## config.mk

```make
export PLATFORM = sky130hd
export DESIGN_NAME = pf_ddr4_dqsw_training_ctrl
export DESIGN_NICKNAME = d
export VERILOG_FILES = /design/src/rtl/pf_ddr4_dqsw_training_ctrl.sv
export SDC_FILE = /design/constraint.sdc
export NUM_CORES = 1
export LEC_CHECK = 0
export CORE_MARGIN = 5
export CORE_UTILIZATION = 58
export DETAILED_ROUTE_END_ITERATION = 7
export MAX_ROUTING_LAYER = met4
export PLACE_DENSITY = 0.85
export SKIP_CTS_REPAIR_TIMING = 1
export SLEW_MARGIN = 0
export SYNTH_ARGS = -nofsm -noshare
export SYNTH_HDL_FRONTEND = slang
export SYNTH_SLANG_ARGS = --single-unit
export TNS_END_PERCENT = 100
```

## constraint.sdc

```tcl
create_clock -name FAB_CLK -period 2.4 [get_ports FAB_CLK]
set_input_delay 0.72 -clock FAB_CLK [delete_from_list [all_inputs] [get_ports FAB_CLK]]
set_output_delay 0.72 -clock FAB_CLK [all_outputs]
set_load 0.02 [all_outputs]
```

## src/rtl/pf_ddr4_dqsw_training_ctrl.sv

```systemverilog
// pf_ddr4_dqsw_training_ctrl
//   Fabric-side DDR4 DQSW write-leveling controller for one byte lane.
//   Reloads the lane delay line to tap 0, then steps it one tap at a time.
//   At each tap it waits for the line to settle and majority-votes the DQ
//   feedback. The first low-to-high transition of the vote is the lock point.
//
// Ports
//   FAB_CLK, ARST_N             clock (rising edge), async active-low reset
//   TRAIN_START                 1-cycle start pulse (honoured in IDLE/DONE/ERR)
//   RX_DATA[1:0]                feedback; sample bit = RX_DATA[1] & RX_DATA[0]
//   DELAY_LINE_OUT_OF_RANGE     delay line exhausted -> abort with error
//   EYE_MONITOR_EARLY/LATE      eye monitor flags (optional feature)
//   DELAY_LINE_LOAD/MOVE        1-cycle delay-line control pulses
//   DELAY_LINE_DIRECTION        1 while busy (increment), 0 otherwise
//   EYE_MONITOR_CLEAR_FLAGS     1-cycle pulse on first settle cycle of each tap
//   TRAIN_BUSY/DONE/ERR         status; DONE and ERR are sticky
//   TAP_COUNT[TAP_W-1:0]        current tap, locked tap once DONE
//
// Configuration
//   DQSW_EYE_MONITOR_EN  when defined, EARLY/LATE veto sample votes and the
//                        eye monitor flags are cleared at the start of each tap.

module pf_ddr4_dqsw_training_ctrl #(
  parameter int NUM_TAPS      = 128,
  parameter int TAP_W         = 7,
  parameter int SETTLE_CYCLES = 8,
  parameter int SAMPLE_COUNT  = 4
) (
  input  logic             FAB_CLK,
  input  logic             ARST_N,
  input  logic             TRAIN_START,
  input  logic [1:0]       RX_DATA,
  input  logic             DELAY_LINE_OUT_OF_RANGE,
  input  logic             EYE_MONITOR_EARLY,
  input  logic             EYE_MONITOR_LATE,
  output logic             DELAY_LINE_LOAD,
  output logic             DELAY_LINE_MOVE,
  output logic             DELAY_LINE_DIRECTION,
  output logic             EYE_MONITOR_CLEAR_FLAGS,
  output logic             TRAIN_BUSY,
  output logic             TRAIN_DONE,
  output logic             TRAIN_ERR,
  output logic [TAP_W-1:0] TAP_COUNT
);

  typedef enum logic [2:0] {
    IDLE, LOAD, SETTLE, SAMPLE, MOVE, DONE, ERR
  } state_t;

  localparam int SET_W = (SETTLE_CYCLES > 1) ? $clog2(SETTLE_CYCLES) : 1;
  localparam int SMP_W = $clog2(SAMPLE_COUNT + 1);

  localparam logic [TAP_W-1:0] LAST_TAP   = TAP_W'(NUM_TAPS - 1);
  localparam logic [SET_W-1:0] SET_LAST   = SET_W'(SETTLE_CYCLES - 1);
  localparam logic [SMP_W-1:0] SMP_END    = SMP_W'(SAMPLE_COUNT);
  localparam logic [SMP_W-1:0] HI_THRESH  = SMP_W'(SAMPLE_COUNT / 2 + 1);

  state_t           state;
  logic [SET_W-1:0] settle_cnt;
  logic [SMP_W-1:0] smp_cnt;
  logic [SMP_W-1:0] ones;
  logic             seen_low;
  logic             sample_bit;
  logic             hi;
  logic             range_abort;

`ifdef DQSW_EYE_MONITOR_EN
  assign sample_bit = RX_DATA[1] & RX_DATA[0] & ~(EYE_MONITOR_EARLY | EYE_MONITOR_LATE);
`else
  logic unused_eye;
  assign sample_bit              = RX_DATA[1] & RX_DATA[0];
  assign unused_eye              = EYE_MONITOR_EARLY | EYE_MONITOR_LATE;
  assign EYE_MONITOR_CLEAR_FLAGS = 1'b0;
`endif

  assign hi          = (ones >= HI_THRESH);
  assign range_abort = DELAY_LINE_OUT_OF_RANGE &&
                       (state == SETTLE || state == SAMPLE || state == MOVE);

  always_ff @(posedge FAB_CLK or negedge ARST_N) begin
    if (!ARST_N) begin
      state                   <= IDLE;
      settle_cnt              <= '0;
      smp_cnt                 <= '0;
      ones                    <= '0;
      seen_low                <= 1'b0;
      TAP_COUNT               <= '0;
      DELAY_LINE_LOAD         <= 1'b0;
      DELAY_LINE_MOVE         <= 1'b0;
      DELAY_LINE_DIRECTION    <= 1'b0;
      TRAIN_BUSY              <= 1'b0;
      TRAIN_DONE              <= 1'b0;
      TRAIN_ERR               <= 1'b0;
`ifdef DQSW_EYE_MONITOR_EN
      EYE_MONITOR_CLEAR_FLAGS <= 1'b0;
`endif
    end else begin
      DELAY_LINE_LOAD <= 1'b0;
      DELAY_LINE_MOVE <= 1'b0;
`ifdef DQSW_EYE_MONITOR_EN
      EYE_MONITOR_CLEAR_FLAGS <= 1'b0;
`endif
      if (range_abort) begin
        // The MOVE pulse already went out, so the line did step.
        if (state == MOVE) TAP_COUNT <= TAP_COUNT + 1'b1;
        state                <= ERR;
        TRAIN_ERR            <= 1'b1;
        TRAIN_BUSY           <= 1'b0;
        DELAY_LINE_DIRECTION <= 1'b0;
      end else begin
        case (state)
          IDLE, DONE, ERR: begin
            if (TRAIN_START) begin
              state                <= LOAD;
              DELAY_LINE_LOAD      <= 1'b1;
              DELAY_LINE_DIRECTION <= 1'b1;
              TRAIN_BUSY           <= 1'b1;
              TRAIN_DONE           <= 1'b0;
              TRAIN_ERR            <= 1'b0;
              TAP_COUNT            <= '0;
              seen_low             <= 1'b0;
            end
          end
          LOAD: begin
            state      <= SETTLE;
            settle_cnt <= '0;
`ifdef DQSW_EYE_MONITOR_EN
            EYE_MONITOR_CLEAR_FLAGS <= 1'b1;
`endif
          end
          SETTLE: begin
            if (settle_cnt == SET_LAST) begin
              state   <= SAMPLE;
              smp_cnt <= '0;
              ones    <= '0;
            end else begin
              settle_cnt <= settle_cnt + 1'b1;
            end
          end
          SAMPLE: begin
            if (smp_cnt != SMP_END) begin
              smp_cnt <= smp_cnt + 1'b1;
              ones    <= ones + SMP_W'(sample_bit);
            end else begin
              // Decision cycle: lock needs a low tap seen before this high one.
              if (!hi) seen_low <= 1'b1;
              if (hi && seen_low) begin
                state                <= DONE;
                TRAIN_DONE           <= 1'b1;
                TRAIN_BUSY           <= 1'b0;
                DELAY_LINE_DIRECTION <= 1'b0;
              end else if (TAP_COUNT == LAST_TAP) begin
                state                <= ERR;
                TRAIN_ERR            <= 1'b1;
                TRAIN_BUSY           <= 1'b0;
                DELAY_LINE_DIRECTION <= 1'b0;
              end else begin
                state           <= MOVE;
                DELAY_LINE_MOVE <= 1'b1;
              end
            end
          end
          MOVE: begin
            TAP_COUNT  <= TAP_COUNT + 1'b1;
            state      <= SETTLE;
            settle_cnt <= '0;
`ifdef DQSW_EYE_MONITOR_EN
            EYE_MONITOR_CLEAR_FLAGS <= 1'b1;
`endif
          end
          default: state <= IDLE;
        endcase
      end
    end
  end

endmodule

```

==> run_results.csv <==
group,metric,value,unit
timing,holdWs,0.495,ns
job,maxCapViolCount,0,
grt,antenna_found_initial,0,
timing,setup_viol,0,
critical_path,path_max_fanout,7,
cells_and_area,nFillCells,206,
synth,syn_area_per_cell,8.68,um2
route,viasPerCell,6.19,
cts,clk_pin_slew_worst_paths,0.15,ns
critical_path,cp-end-kind,"output pin",
cells_and_area,multi_input_area,826,um2
timing,fin_ws,0.213,ns
critical_path,rrSetupSlack,0.41,ns
placement,place_ws,0.00269,ns
cells_and_area,final_cells,229,
critical_path,slowest_stage,"clkdlybuf4s50_1",
floorplanning,rows,18,
power,pwr-share-clk,10.6,%
route,routed_wl,3.47,mm
route,num_vias,1418,
synth,synth-seq-cells,25,
floorplanning,start_util,61.3,%
synth,syn-num-nets,193,
route,post_drt_wl_per_cell,15.1,um
timing,hold_viol,0,
min_path,holdPathEnd,"TRAIN_DONE",
floorplanning,fp.dieW,61.6,um
timing,clock.fmax,457,MHz
min_path,min_path_type,"flip-flop to flip-flop",
cts,clock_latency,0.34,ns
cells_and_area,seq_area,626,um2
power,finalPower,1.90,mW
route,dr.pass1.iters,4,
status,status,"completed",
critical_path,r2r-end,"TRAIN_BUSY",
placement,port_buffers,18,
grt,grt_pass1_wl,6.04,mm
cells_and_area,diodes,0,
cells_and_area,finish.utilization,71.1,%
synth,yosysUniqueCellTypes,47,
critical_path,path_cells,"clkdlybuf4s50_1",
power,p_leak,0.788,nW
cts,htreeDepth,1,
cells_and_area,drive_gt1_share,10.1,%
critical_path,critical-path-max-stage-delay,0.65,ns
floorplanning,io_pins,22,
cells_and_area,nNetsFinal,215,
cts,clockBufferDepth,2,
synth,synth_area,1550,um2
synth,yosysSeqAreaShare,40.5,%
timing,slew_viol_final,0,
route,antenna_left,0,
critical_path,cp.arrival,1.47,ns
timing,worst_pin_slew,0.613,ns
synth,syn_inst,178,
timing,timing.final.crit_period,2.19,ns
power,swShare,45.4,%
route,drt_iter0_markers,81,
placement,placed_cells,225,
timing,timing.final.crit_share,91.1,%
grt,grt_use_total,22.2,%
power,pwr-share-seq,39.2,%
cts,clock-sinks,25,
critical_path,r2r_start,"state[1]",
synth,synth_async_sr_flop_share,100,%
placement,dp_hpwl,2.63,mm
timing,rsz0062_at_grt,"false",
grt,grt_overflow,0,
floorplanning,dieArea,3800,um2
cts,cts_made_buffers,3,
cts,root_buffer,"clkbuf_4",
floorplanning,dieHeight,61.6,um
power,p_sw,0.860,mW
synth,synth_edf_count,0,
min_path,worstHoldStart,"TRAIN_DONE",
critical_path,startpoint_type,"flip-flop",
critical_path,critical_path_class,"flip-flop to output pin",
power,p_comb_share,50.2,%
critical_path,crit_buf_inv,1,
cells_and_area,final_area,1790,um2
power,irDropWorstVdd,0.716,mV
power,p_int,1.04,mW
placement,place_area,1770,um2
critical_path,reg2regPathDepth,5,
min_path,worstHoldPathCells,2,
timing,finalClockSkew,0.0141,ns
critical_path,cp.required,1.68,ns
critical_path,cp_top_family,"buffers and inverters",
route,drc_errors,0,
grt,grt_pass1_vias,1393,
grt,grt_max_degree,26,
placement,gp_congestion,0.883,
timing,slew-limit-headroom,59.1,%
synth,synthFlopType,"dfrtp_1",
timing,fin_tns_setup,0,ns
cts,cts_tree,"yes",
floorplanning,coreArea,2520,um2
cells_and_area,syn_to_final_growth,16.1,%
synth,ys.warnings.count,0,
power,power_per_cell_area,1060,nW/um2
## power groups by stage
stage               Clock, mW  Sequential, mW  Combinational, mW
finish                  0.200           0.744              0.953
global route            0.218           0.769               1.07
CTS                     0.204           0.741              0.947
detailed placement          0           0.749              0.942
global placement            0           0.733              0.901
floorplan                   0           0.687              0.738
## synth_stat cells, types with 2 or more instances
cell type	n	area (um2)
a21o_1	2	15.0
a21oi_1	13	65.1
a22o_1	4	35.0
buf_4	5	37.5
clkbuf_1	4	15.0
dfrtp_1	25	626
ha_1	7	87.6
inv_1	7	26.3
nand2_1	31	116
nand2b_1	4	25.0
nand3_1	5	25.0
nor2_1	10	37.5
nor2b_1	6	37.5
nor3_1	3	15.0
nor3b_1	2	15.0
o21ai_0	14	70.1
o22ai_1	2	12.5
o31ai_1	2	15.0
or3_1	4	25.0
## cells by family after synthesis
family,Yosys count,share of synthesized area (%)
simple gates,72,22.9
compound gates,53,23.4
flops,25,40.5
buf+inv,18,6.07
fa+ha+maj,7,5.67
other cells,1,0.243
xor+xnor,1,0.567
mux,1,0.648
## registers in the layout, indices dropped and copies added, names as in the netlist
name and count:
TRAIN_DONE 1, ones 3, settle_cnt 3, TRAIN_ERR 1
DELAY_LINE_LOAD 1, seen_low 1, smp_cnt 3, DELAY_LINE_MOVE 1
TAP_COUNT 7, state 3, TRAIN_BUSY 1
## worst max-delay path by stage
stage | start | endpoint | slack [ns] | depth (start not counted)
final | TAP_COUNT[3] | TAP_COUNT[3] | 0.21 | 1
after global routing | TAP_COUNT[3] | TAP_COUNT[3] | 0.13 | 1
after CTS | TAP_COUNT[3] | TAP_COUNT[3] | 0.21 | 1
after detailed placement | TRAIN_START | TAP_COUNT[5] | 0.003 | 6
after global placement | TRAIN_START | TAP_COUNT[5] | 0.03 | 6
after floorplan | DELAY_LINE_OUT_OF_RANGE | state[1] | 0.51 | 6
## routing by layer
layer | vias to the layer above | track usage [%] | share of wire, %
li1 | 673 | - | -
met3 | 5 | 2.73 | 7.5
met5 | - | - | 0
met2 | 65 | 37.1 | 49
met1 | 675 | 26.7 | 42
met4 | 0 | 9.70 | 1.6
## final cells by class
| class | count | share of cell area [%] |
|---|---|---|
| clock buffers | 3 | 1.26 |
| clock inverters | 1 | 0.279 |
| inverters | 8 | 1.67 |
| multi-input cells | 135 | 46.0 |
| flip-flops and latches | 25 | 34.9 |
| well taps | 30 | 2.09 |
| repair buffers | 27 | 13.8 |
## layout by cell type (no fill, tap or decap), types with 2 or more instances in the layout
cell,instances
a21o_1,2
a21oi_1,13
a22o_1,4
buf_4,9
clkbuf_4,3
clkdlybuf4s50_1,18
dfrtp_1,25
ha_1,7
inv_1,7
nand2_1,31
nand2b_1,4
nand3_1,5
nor2_1,10
nor2b_1,6
nor3_1,3
nor3b_1,2
o21ai_0,14
o22ai_1,2
o31ai_1,2
or3_1,4
(Power assumes the default switching activity.)
